[config.mk]
export PLATFORM = sky130hd
export DESIGN_NAME = rgb_pattern_gen
export DESIGN_NICKNAME = d
export VERILOG_FILES = /design/src/rtl/rgb_pattern_pkg.sv /design/src/rtl/tick_prescaler.sv /design/src/rtl/rgb_pattern_gen.sv
export SDC_FILE = /design/constraint.sdc
export NUM_CORES = 1
export LEC_CHECK = 0
export BUFFER_PORTS_ARGS = -buffer_cell sky130_fd_sc_hd__clkbuf_2
export CAP_MARGIN = 40
export CORE_MARGIN = 1
export CORE_UTILIZATION = 50
export DETAILED_ROUTE_END_ITERATION = 6
export HOLD_SLACK_MARGIN = 0.06
export PLACE_DENSITY = 0.79
export SETUP_SLACK_MARGIN = 0.2
export SLEW_MARGIN = 20
export SYNTH_ARGS = -nofsm -noshare
export SYNTH_HDL_FRONTEND = slang
export SYNTH_HIERARCHICAL = 1
export SYNTH_SLANG_ARGS = --single-unit
[constraint.sdc]
create_clock -name clki -period 2.8 [get_ports clki]
set_input_delay 0.14 -clock clki [delete_from_list [all_inputs] [get_ports clki]]
set_output_delay 0.14 -clock clki [all_outputs]
set_load 0.05 [all_outputs]
[src/rtl/rgb_pattern_pkg.sv]
// Shared mode encoding for the RGB pattern generator.
package rgb_pattern_pkg;

  localparam int unsigned MODE_W = 3;

  localparam logic [MODE_W-1:0] MODE_OFF     = 3'd0;
  localparam logic [MODE_W-1:0] MODE_BLINK   = 3'd1;
  localparam logic [MODE_W-1:0] MODE_ALT     = 3'd2;
  localparam logic [MODE_W-1:0] MODE_CHASE   = 3'd3;
  localparam logic [MODE_W-1:0] MODE_BREATHE = 3'd4;

endpackage

[src/rtl/tick_prescaler.sv]
// Pattern tick prescaler: counts 0..TICK_DIV-1 and pulses tick in the last count.
module tick_prescaler #(
  parameter int unsigned TICK_DIV = 12500000
) (
  input  logic clki,
  input  logic rst_n,
  output logic tick
);

  localparam int unsigned CNT_W = (TICK_DIV > 1) ? $clog2(TICK_DIV) : 1;
  localparam logic [CNT_W-1:0] CNT_MAX = CNT_W'(TICK_DIV - 1);

  logic [CNT_W-1:0] r_cnt;

  always_ff @(posedge clki or negedge rst_n) begin
    if (!rst_n) begin
      r_cnt <= '0;
    end else if (r_cnt == CNT_MAX) begin
      r_cnt <= '0;
    end else begin
      r_cnt <= r_cnt + 1'b1;
    end
  end

  assign tick = (r_cnt == CNT_MAX);

endmodule

[src/rtl/rgb_pattern_gen.sv]
// PWM-dimmed LED pattern generator (OFF/BLINK/ALT/CHASE); mode BREATHE is built
// only when RGB_PATTERN_BREATHE_EN is defined, otherwise it behaves as OFF.
module rgb_pattern_gen
  import rgb_pattern_pkg::*;
#(
  parameter int unsigned NUM_CH   = 3,
  parameter int unsigned TICK_DIV = 12500000,
  parameter int unsigned PWM_W    = 8
) (
  input  logic              clki,
  input  logic              rst_n,
  input  logic              cfg_we_i,
  input  logic [MODE_W-1:0] mode_i,
  input  logic [PWM_W-1:0]  duty_i,
  output logic [NUM_CH-1:0] rgb_o,
  output logic              tick_o
);

  localparam int unsigned STEP_W = $clog2(NUM_CH);

  logic              w_tick;
  logic              w_commit;
  logic              w_mode_change;
  logic [MODE_W-1:0] w_new_mode;
  logic [PWM_W-1:0]  w_new_duty;
  logic [PWM_W-1:0]  w_eff_duty;
  logic [NUM_CH-1:0] w_enable;
  logic              w_pwm_on;

  logic [PWM_W-1:0]  r_pwm;
  logic [STEP_W-1:0] r_step;
  logic              r_toggle;
  logic              r_pending;
  logic [MODE_W-1:0] r_shadow_mode;
  logic [PWM_W-1:0]  r_shadow_duty;
  logic [MODE_W-1:0] r_mode;
  logic [PWM_W-1:0]  r_duty;
  logic [NUM_CH-1:0] r_rgb;
  logic              r_tick;

  tick_prescaler #(
    .TICK_DIV(TICK_DIV)
  ) u_tick_prescaler (
    .clki (clki),
    .rst_n(rst_n),
    .tick (w_tick)
  );

  // A write landing on the tick cycle bypasses the shadow and commits directly.
  assign w_commit      = w_tick & (cfg_we_i | r_pending);
  assign w_new_mode    = cfg_we_i ? mode_i : r_shadow_mode;
  assign w_new_duty    = cfg_we_i ? duty_i : r_shadow_duty;
  assign w_mode_change = w_commit & (w_new_mode != r_mode);

  always_ff @(posedge clki or negedge rst_n) begin
    if (!rst_n) begin
      r_pending     <= 1'b0;
      r_shadow_mode <= MODE_OFF;
      r_shadow_duty <= '0;
      r_mode        <= MODE_OFF;
      r_duty        <= '0;
    end else if (w_tick) begin
      r_pending <= 1'b0;
      if (w_commit) begin
        r_mode <= w_new_mode;
        r_duty <= w_new_duty;
      end
    end else if (cfg_we_i) begin
      r_shadow_mode <= mode_i;
      r_shadow_duty <= duty_i;
      r_pending     <= 1'b1;
    end
  end

  always_ff @(posedge clki or negedge rst_n) begin
    if (!rst_n) begin
      r_pwm    <= '0;
      r_step   <= '0;
      r_toggle <= 1'b0;
    end else begin
      r_pwm <= r_pwm + 1'b1;
      if (w_mode_change) begin
        r_step   <= '0;
        r_toggle <= 1'b0;
      end else if (w_tick) begin
        r_step   <= (r_step == STEP_W'(NUM_CH - 1)) ? '0 : r_step + 1'b1;
        r_toggle <= ~r_toggle;
      end
    end
  end

`ifdef RGB_PATTERN_BREATHE_EN
  logic r_ramp_down;
  logic [PWM_W-1:0] r_ramp;

  // Triangle ramp 0..duty..0, one step per PWM period so each window is uniform.
  always_ff @(posedge clki or negedge rst_n) begin
    if (!rst_n) begin
      r_ramp      <= '0;
      r_ramp_down <= 1'b0;
    end else if (w_commit) begin
      r_ramp      <= '0;
      r_ramp_down <= 1'b0;
    end else if (r_pwm == '1) begin
      if (!r_ramp_down) begin
        if (r_ramp < r_duty) begin
          r_ramp <= r_ramp + 1'b1;
        end else begin
          r_ramp_down <= 1'b1;
          if (r_ramp != '0) r_ramp <= r_ramp - 1'b1;
        end
      end else if (r_ramp != '0) begin
        r_ramp <= r_ramp - 1'b1;
      end else begin
        r_ramp_down <= 1'b0;
        if (r_duty != '0) r_ramp <= r_ramp + 1'b1;
      end
    end
  end
`endif

  always_comb begin
    w_enable   = '0;
    w_eff_duty = '0;
    case (r_mode)
      MODE_BLINK: begin
        w_enable   = {NUM_CH{r_toggle}};
        w_eff_duty = r_duty;
      end
      MODE_ALT: begin
        for (int i = 0; i < NUM_CH; i++) w_enable[i] = r_toggle ^ ((i % 2) == 1);
        w_eff_duty = r_duty;
      end
      MODE_CHASE: begin
        for (int i = 0; i < NUM_CH; i++) w_enable[i] = (r_step == STEP_W'(i));
        w_eff_duty = r_duty;
      end
`ifdef RGB_PATTERN_BREATHE_EN
      MODE_BREATHE: begin
        w_enable   = '1;
        w_eff_duty = r_ramp;
      end
`endif
      default: begin
        w_enable   = '0;
        w_eff_duty = '0;
      end
    endcase
  end

  assign w_pwm_on = (r_pwm < w_eff_duty);

  always_ff @(posedge clki or negedge rst_n) begin
    if (!rst_n) begin
      r_rgb  <= '0;
      r_tick <= 1'b0;
    end else begin
      r_rgb  <= w_enable & {NUM_CH{w_pwm_on}};
      r_tick <= w_tick;
    end
  end

  assign rgb_o  = r_rgb;
  assign tick_o = r_tick;

endmodule
==> metrics.md <==
| Metric | Value |
|---|---|
| Outcome | `finished clean` |
| Post_cts resized | `0` |
| Clk_lat worst skew | `about 340 ps` |
| Final Max Slew Viols | `0` |
| Yosys warning count | `6` |
| Crit-path max FO | `23` |
| Final TNS setup | `0 ps` |
| Post-CTS setup buffer count | `0` |
| Post-synth top area share | `52.19%` |
| CTS clk-pin slew, worst paths | `approximately 60 ps` |
| Worst vdd ir | `between 0.3 and 0.4 mV` |
| CP max-delay cell | `dfrtp_1` |
| Die height | `79.11 um` |
| Netlist cell types | `40` |
| Fmax | `~450 MHz` |
| Setup crit start kind | `flop` |
| First-pass GRT wire length | `9542 um` |
| Mapped Cells | `276` |
| Rel. slew slack | `63.49%` |
| Hold crit path type | `in2reg` |
| Drt first pass iters | `4` |
| Die Area | `approximately 6300 um2` |
| Residual DRC count | `0` |
| Filler Cell Count | `between 400 and 500` |
| Area of the core | `~5600 um2` |
| Overflow after GRT | `0` |
| Initial antenna violation count | `0` |
| Placed Cells incl. Taps | `360` |
| Layout area overhead | `14.18%` |
| Tmin final | `~2200 ps` |
| Layout cells sized above 1 | `between 10% and 20%` |
| Max incr delay on CP | `390 ps` |
| Sequential cell area | `about 1600 um2` |
| Final Wtd Congestion | `0.7938` |
| Crit path capture type | `flop` |
| Buffers added on ports | `17` |
| Average cell area after synthesis | `around 11 um2` |
| Hold_buf cts | `6` |
| Multi-input gate area | `approximately 1300 um2` |
| Wire per inst | `between 10 and 15 um` |
| Setup-failing EPs final | `0` |
| Cell repeated most along the worst path | `nor2_1` |
| Post-synthesis sequential area ratio | `between 50% and 60%` |
| Leak | `around 1.5 nW` |
| I/O pin cnt | `18` |
| Vias per cell | `5.463` |
| Gr usage total | `between 20 and 25%` |
| Hpwl dp | `3866 um` |
| Hold WS | `between 70 and 80 ps` |
| Ranking of synthesized cells by area | `dfrtp_1 52%, mux2i_1 4.4%, nand2_1 4.2%` |
| Diodes inserted | `0` |
| RSZ-0062 raised after global routing | `false` |
| PwrDens | `around 520 nW/um2` |
| Max Cap Viol | `0` |
| Post-Layout Cell Count | `380` |
| Crit path buf inv count | `1` |
| Net Count, Synth | `~300` |
| Critical Path RT | `~3000 ps` |
| Detailed-route via count | `about 2100` |
| CTS Buf Count | `9` |
| Delay-heaviest family, CP | `simple AND/OR/NAND/NOR gates` |
| Drt total wl | `between 5000 and 6000 um` |
| WP data arrival | `2440 ps` |
| Worst clock skew | `between 8 and 9 ps` |
| Initial Utilization | `a little over half` |
| Via count of the first global-routing pass | `about 2100` |
| Root Driver | `clkbuf_8` |
| Die W | `slightly below 80 um` |
| Starting DRT DRC Count | `~140` |
| Layout Nets | `around 330` |
| Tot Pwr | `1.775 mW` |
| Final Cycle Share | `roughly four fifths` |
| Clock tree buffer depth | `2` |
| Cell Chain, Critical Path | `ha_1, and4_1, nand4_1, nor2_1, o21ai_1, buf_4, a31oi_1, nor2_1` |
| Crit path kind | `reg2reg` |
| CTS tree | `yes` |
| Core Util, Final | `roughly three fifths` |
| Largest net degree at the start of global routing | `24` |
| H-tree levels | `3` |
| Std-Cell Rows | `27` |
| Yosys reg bits | `62` |
| Clk sinks | `62` |
| Final Hold Vio Count | `0` |
| Synthesized area | `approximately 3000 um2` |
| Post-synth top area cell | `dfrtp_1` |
| Final ANT Viol Nets | `0` |
| Least-Margin Pin Slew | `547.7 ps` |
-- routing by layer --
| layer | up-vias | wire [um] | global-route usage [%] |
|---|---|---|---|
| met5 | - | 0 | 0 |
| met4 | 0 | 122 | 9.636 |
| met3 | 13 | 152 | 4.943 |
| met2 | 25 | 2605 | 32.84 |
| met1 | 1001 | 2539 | 25.17 |
| li1 | 1037 | - | - |
-- where the power goes --
group / switching, mW / internal [mW] / leakage, nW
Combinational: 0.0448 / 0.0425 / 0.611
Clock: 0.317 / 0.451 / 0.0956
Sequential: 0.00772 / 0.912 / 0.792
Total: 0.370 / 1.41 / 1.50
-- layout by cell type, fill, tap and decap left out, types with 2 or more instances in the layout --
cell	count
a21oi_1	10
and3_1	2
and4_1	3
buf_4	5
clkbuf_1	2
clkbuf_2	17
clkbuf_8	11
dfrtp_1	62
dlygate4sd3_1	6
ha_1	9
inv_1	7
mux2_2	11
mux2i_1	13
nand2_1	33
nand3_1	7
nand3_2	2
nand4_1	9
nor2_1	17
nor2b_1	2
nor3_1	6
nor4_1	2
o21ai_0	18
o31a_1	2
o31ai_1	5
or3_1	3
or4_1	5
xnor2_1	13
xor2_1	11
-- worst paths after layout --
check	slack, ps	from	cells past startpoint	endpoint
min	80	duty_i[7]	2	r_shadow_duty[7]
min reg2reg	480	r_duty[3]	2	r_duty[3]
min in group asynchronous	320	rst_n	2	r_pwm[5]
max in group asynchronous	1900	rst_n	3	r_shadow_duty[6]
max reg2reg	570	u_tick_prescaler/r_cnt[0]	8	r_step[1]
max	570	u_tick_prescaler/r_cnt[0]	8	r_step[1]
-- synth_stat cells --
cell,number
a21oi_1,10
nand4_1,9
or3_1,3
nor2b_1,2
nor4bb_1,1
a31oi_1,1
or4_2,1
o41ai_1,1
and3_1,2
o211ai_1,1
a211oi_1,1
or3_2,1
a31o_2,1
o21ai_0,18
ha_1,9
buf_2,6
nor3_1,6
nand2b_1,1
buf_6,2
a221oi_1,1
o31ai_1,5
clkbuf_1,2
o31a_1,2
and4_1,3
xnor2_1,13
or4_1,5
mux2_2,11
and4_2,1
buf_4,1
or4_4,1
nand3_2,2
nand2_1,33
o21ai_1,1
xor2_1,11
dfrtp_1,62
inv_1,7
nor2_1,17
nand3_1,7
mux2i_1,13
nor4_1,2
-- cells by family (layout without fill, tap and decap cells) --
| logic type | after synthesis | count (layout) | share of synthesized area (%) |
|---|---|---|---|
| AO/OA/AOI/OAI | 42 | 42 | 8.334 |
| adder cells (fa/ha/maj) | 9 | 9 | 3.788 |
| XOR/XNOR | 24 | 24 | 7.071 |
| AND/OR/NAND/NOR | 97 | 97 | 16.92 |
| buffers and inverters | 18 | 50 | 3.157 |
| multiplexers | 24 | 24 | 8.544 |
| flip-flops | 62 | 62 | 52.19 |
-- final cells by class --
type | instances | area share [%]
clock inverter | 1 | 0.8846
timing repair buffer | 29 | 6.192
clock buffer | 13 | 4.681
sequential | 62 | 45.71
multi-input combinational | 196 | 39.11
inverter | 7 | 0.7740
tap | 72 | 2.654
-- state kept, by name, indices dropped and copies added (netlist names) --
signal                  cells
u_tick_prescaler/r_cnt     24
r_duty                      8
r_pwm                       8
r_shadow_duty               8
r_mode                      3
r_shadow_mode               3
rgb_o                       3
r_step                      2
r_pending                   1
r_toggle                    1
tick_o                      1
-- stage by stage --
stage          setup slack (ps)  area, um2
2_1_floorplan             463.9       2973
4_1_cts                   576.6       3395
6_report                  574.1       3395
3_3_place_gp              703.5       3118
3_5_place_dp              613.2       3146
5_1_grt                   340.4       3395
(Power assumes the default switching activity.)
